### config.mk
export PLATFORM = sky130hd
export DESIGN_NAME = temp_history_reader
export DESIGN_NICKNAME = d
export VERILOG_FILES = /design/src/rtl/temp_history_reader.sv
export SDC_FILE = /design/constraint.sdc
export NUM_CORES = 1
export LEC_CHECK = 0
export ABC_AREA = 1
export BUFFER_PORTS_ARGS = -buffer_cell sky130_fd_sc_hd__buf_2
export CAP_MARGIN = 20
export CORE_MARGIN = 10
export CORE_UTILIZATION = 50
export CTS_BUF_LIST = sky130_fd_sc_hd__clkbuf_8
export DETAILED_ROUTE_END_ITERATION = 8
export GPL_TIMING_DRIVEN = 0
export PLACE_DENSITY = 0.77
export RECOVER_POWER = 100
export SYNTH_ARGS = -nofsm -noshare
export SYNTH_HDL_FRONTEND = slang
export SYNTH_SLANG_ARGS = --single-unit
### constraint.sdc
create_clock -name clk -period 1.4 [get_ports clk]
set_input_delay 0.21 -clock clk [delete_from_list [all_inputs] [get_ports clk]]
set_output_delay 0.21 -clock clk [all_outputs]
set_load 0.03 [all_outputs]
### src/rtl/temp_history_reader.sv
// rtl/temp_history_reader.sv - streams the temperature sample ring oldest-to-newest over valid/ready
module temp_history_reader #(
  parameter int DEPTH = 10,
  parameter int AW    = 4,
  parameter int DW    = 8
) (
  input  logic          clk,
  input  logic          rst,
  input  logic          start,
  input  logic          abort,
  input  logic [AW-1:0] wr_ptr,
  input  logic [AW:0]   fill_count,
  output logic          rd_en,
  output logic [AW-1:0] rd_addr,
  input  logic [DW-1:0] rd_data,
  output logic [DW-1:0] out_data,
  output logic          out_valid,
  input  logic          out_ready,
  output logic          out_last,
  output logic          busy,
  output logic          done
);

  typedef enum logic [2:0] {
    S_IDLE,
    S_ISSUE,
    S_CAPTURE,
    S_PRESENT,
    S_DONE
  } state_t;

  localparam logic [AW:0]   DEPTH_N   = (AW+1)'(DEPTH);
  localparam logic [AW+1:0] DEPTH_W   = (AW+2)'(DEPTH);
  localparam logic [AW-1:0] LAST_SLOT = AW'(DEPTH - 1);

  state_t        state, state_nxt;
  logic [AW-1:0] ptr;
  logic [AW:0]   remaining;
  logic [AW:0]   snap_n;
  logic [AW+1:0] snap_sum;
  logic [AW-1:0] snap_ptr;
  logic          handshake;
  logic          kill;
  logic          launch;

  // Oldest sample sits n slots behind the writer, modulo the ring length.
  always_comb begin
    snap_n   = (fill_count > DEPTH_N) ? DEPTH_N : fill_count;
    snap_sum = {2'b00, wr_ptr} + DEPTH_W - {1'b0, snap_n};
    snap_ptr = AW'((snap_sum >= DEPTH_W) ? snap_sum - DEPTH_W : snap_sum);
  end

  assign handshake = (state == S_PRESENT) && out_valid && out_ready;
  assign kill      = abort && (state != S_IDLE);
  assign launch    = (state == S_IDLE) && start && !abort;

  always_ff @(posedge clk or posedge rst) begin
    if (rst) state <= S_IDLE;
    else     state <= state_nxt;
  end

  always_comb begin
    state_nxt = state;
    unique case (state)
      S_IDLE:    if (launch) state_nxt = (snap_n == '0) ? S_DONE : S_ISSUE;
      S_ISSUE:   state_nxt = S_CAPTURE;
      S_CAPTURE: state_nxt = S_PRESENT;
      S_PRESENT: if (handshake) state_nxt = out_last ? S_DONE : S_ISSUE;
      S_DONE:    state_nxt = S_IDLE;
      default:   state_nxt = S_IDLE;
    endcase
    if (kill) state_nxt = S_IDLE;
  end

  always_ff @(posedge clk or posedge rst) begin
    if (rst) begin
      ptr       <= '0;
      remaining <= '0;
      out_data  <= '0;
      out_valid <= 1'b0;
      out_last  <= 1'b0;
    end else if (kill) begin
      out_valid <= 1'b0;
      out_last  <= 1'b0;
    end else begin
      unique case (state)
        S_IDLE: begin
          if (launch) begin
            ptr       <= snap_ptr;
            remaining <= snap_n;
          end
        end
        S_CAPTURE: begin
          out_data  <= rd_data;
          out_valid <= 1'b1;
          out_last  <= (remaining == (AW+1)'(1));
        end
        S_PRESENT: begin
          if (handshake) begin
            out_valid <= 1'b0;
            out_last  <= 1'b0;
            remaining <= remaining - 1'b1;
            ptr       <= (ptr == LAST_SLOT) ? '0 : ptr + 1'b1;
          end
        end
        default: ;
      endcase
    end
  end

  assign rd_en   = (state == S_ISSUE);
  assign rd_addr = (state == S_ISSUE) ? ptr : '0;
  assign busy    = (state != S_IDLE);
  assign done    = (state == S_DONE);

endmodule

==> results_dict.tcl <==
set metrics [dict create \
    outcome "finished, violations left" \
    element_type_at_the_critical_path_start "input port" \
    post_synthesis_adder_cell_area_fraction 0.0978 \
    slew_violations 0 \
    worstSkewPairLatency_ns 0.27 \
    core_area_um2 3080 \
    std_cell_rows 20 \
    syn_area_per_cell_um2 7.86 \
    io_pins 39 \
    dp.cells 287 \
    cts.path.max_buffers 2 \
    initial_antenna_violation_count 0 \
    clock_tree.htree_level_count 1 \
    yosysSeqAreaShare 0.342 \
    cp.arrival_ns 2.44 \
    count_of_synthesis_stage_warnings_from_yosys 0 \
    worst_pin_slew_ns 0.849 \
    nets 309 \
    grt_pass1_wl_mm 7.22 \
    multi_input_comb_area_um2 1110 \
    skew_ns 0.00615 \
    period_share 1.60 \
    die_area_um2 5890 \
    final_cells 318 \
    timing_worst_setup_path_type "input port to flop" \
    finalHoldViolCount 0 \
    worst_slack_ns -0.845 \
    grt_setup_unrepaired "true" \
    hold_class "input port to asynchronous set/reset pin" \
    drtPass1Iterations 4 \
    layout.filler_cells 198 \
    via_count_of_the_first_global_routing_pass 1601 \
    startpoint "fill_count[4]" \
    max_slew_margin 0.433 \
    syn_nets 239 \
    grt_remaining_overflow 0 \
    post_detail_place_hpwl_mm 2.95 \
    area_fraction_in_and_or_nand_and_nor_cells_after_synthesis 0.248 \
    area_growth_pct 53.2 \
    fin_hold_ws_ns 0.102 \
    initial_core_utilization 0.524 \
    synth.lib_cells_used.distinct 34 \
    postSynthRegisterBits 22 \
    crit-reg2reg-launch "state[2]" \
    tritoncts "done" \
    worst-path-max-fanout 4 \
    muxShareOfSynthArea 0.0559 \
    post_synth_instance_area_um2 1610 \
    synthDominantCellAreaShare 0.342 \
    dieWidth_um 76.8 \
    ys_top_cells_by_area "dfrtp_1 34%, ha_1 8.5%, nand2_1 8.4%" \
    cts_buffers 3 \
    violations "setup timing" \
    clkTransAtPathRegs_ns 0.09 \
    grt_max_degree 23 \
    layout-drive-gt1-share 0.467 \
    final.min_clock_period_ns 2.24 \
    drv.max_cap_violation_count 0 \
    synth-compound-area-share 0.120 \
    post-route-drc-count 0 \
    setup-violations-final 26 \
    leakage_power_summed_over_all_cells_nw 1.23 \
    die_h_um 76.8 \
    post_drt_wl_per_cell_um 16.4 \
    synth_top_area_cell "dfrtp_1" \
    cts.sink_count 22 \
    detailroute.via_count 1676 \
    grt_util_all_layers 0.147 \
    gp_congestion 0.830 \
    synthXorXnorAreaFrac 0.0272 \
    vdd_ir_drop_max_mv 1.50 \
    cts_root_buf "clkbuf_8" \
    fmax_mhz 446 \
    largest_family_of_logic_cells_by_synthesized_area "simple AND/OR/NAND/NOR gates" \
    detail_route.vias_per_cell 5.27 \
    drtAntennaViolNets 0 \
    worstPathRequired_ns 1.60 \
    p_per_area_nw_per_um2 2000 \
    regArea_um2 552 \
    antenna_cells 0 \
    postSynthCellCount 205 \
    critPathCaptureType "flop" \
    initialDrtViolationCount 166 \
    final_wirelength_mm 5.22 \
    placement.io_buffers 38 \
]
through the flow:
stage / setup TNS, ns / setup slack [ns] / util / instance area (um2) / power, W
after global routing: -6.35 / -0.909 / 0.802 / 2470 / 0.00522
final: -4.85 / -0.845 / 0.802 / 2470 / 0.00494
after CTS: -2.66 / -0.667 / 0.745 / 2290 / 0.00444
after floorplan: -2.53 / -0.762 / - / 1720 / 0.00293
after detailed placement: -4.55 / -1.05 / 0.639 / 1970 / 0.00346
after global placement: -3.95 / -1.02 / 0.639 / 1970 / 0.00340
final timing paths:
| kind | to | slack (ns) | cells past startpoint |
|---|---|---|---|
| worst max-delay path | ptr[1] | -0.84 | 17 |
| worst min register to register | out_data[5] | 0.51 | 1 |
| max in group asynchronous | state[1] | 0.72 | 2 |
| worst max register to register | ptr[1] | -0.29 | 8 |
| min in group clk | out_data[5] | 0.17 | 2 |
| worst min-delay path | ptr[1] | 0.10 | 2 |
cell usage in the layout (no fill, tap or decap), types with 2 or more instances in the layout:
cell type / n
mux2_2: 8
dfrtp_1: 21
ha_1: 7
a31oi_1: 2
inv_2: 7
clkbuf_8: 3
buf_2: 19
buf_4: 18
o21ai_2: 6
a21oi_1: 6
xor2_1: 4
o22ai_1: 2
nor2_1: 9
clkbuf_1: 10
nor2_4: 9
nand3_1: 13
nand2_4: 7
a21oi_2: 3
buf_6: 15
buf_8: 2
nand2_2: 7
inv_1: 28
o21ai_1: 2
nand2_1: 29
ha_4: 3
o21ai_0: 7
nand4_1: 2
inv_4: 4
layout make-up:
type,count,area share
repair buffers,64,0.198
plain buffers,2,0.0106
flip-flops and latches,22,0.224
well taps,44,0.0223
clock buffers,3,0.0167
clock inverters,1,0.0122
inverters,40,0.0669
multi-input cells,142,0.450
what timing repair did:
action	4_1_cts	5_1_grt
pin swaps	17	23
setup buffers	15	10
resized for setup	30	37
cloned	2	0
endpoints found under the setup margin	23	28
hold buffers	0	0
worst max-delay path, stage by stage:
cell,delay (ns)
buf_8,0.11
nor2_4,0.11
inv_2,0.05
nand2_2,0.09
nand2_4,0.07
ha_4,0.27
inv_4,0.03
ha_4,0.15
fa_2,0.57
inv_2,0.07
nand2_2,0.07
nand3_4,0.08
nand4_1,0.15
nand2_1,0.08
nand2_1,0.08
nand2_1,0.08
a21oi_2,0.17
cells by family (layout without fill, tap and decap cells):
kind of cell,Yosys count,in the layout
xor gates and xnor gates,5,5
and+or+nand+nor,83,84
buffers and inverters,42,110
other,1,1
adders and majority gates,12,12
muxes,8,8
AOI/OAI and AO/OA,32,32
DFF,22,22
metal layers:
metal  track usage  up-vias  wire (um)
met5             0        -          0
met4        0.0632        0        207
met3        0.0513       23        347
met2         0.255       63       2720
met1         0.157      787       1940
li1              -      803          -
synth_stat cells:
| cell type | n |
|---|---|
| nand2_1 | 36 |
| inv_1 | 35 |
| dfrtp_1 | 22 |
| nor2_1 | 17 |
| nand3_1 | 14 |
| ha_1 | 11 |
| a21oi_1 | 9 |
| o21ai_0 | 9 |
| mux2_2 | 8 |
| inv_2 | 4 |
| o21ai_2 | 4 |
| xor2_1 | 4 |
| nand2_2 | 3 |
| nand2_4 | 3 |
| o21ai_1 | 3 |
| a31oi_1 | 2 |
| nand4_1 | 2 |
| nor3_1 | 2 |
| o22ai_1 | 2 |
| and2_1 | 1 |
| buf_2 | 1 |
| buf_8 | 1 |
| conb_1 | 1 |
| fa_1 | 1 |
| inv_4 | 1 |
| nand3_2 | 1 |
| nor2_2 | 1 |
| nor2_8 | 1 |
| nor4_1 | 1 |
| o2111ai_1 | 1 |
| o211ai_1 | 1 |
| o22ai_2 | 1 |
| or2_1 | 1 |
| xnor2_1 | 1 |
state kept, by name (all words and copies together), names as in the netlist:
| name | flops |
|---|---|
| out_data | 8 |
| out_last | 1 |
| ptr | 4 |
| state | 3 |
| remaining | 5 |
| out_valid | 1 |
power breakdown:
group,internal [W],total [W],switching [W]
sequential,0.000922,0.00115,0.000223
clock,0.000383,0.000610,0.000227
combinational,0.00131,0.00319,0.00188
total,0.00261,0.00494,0.00233
No activity file was read; power rests on OpenSTA's default activity.
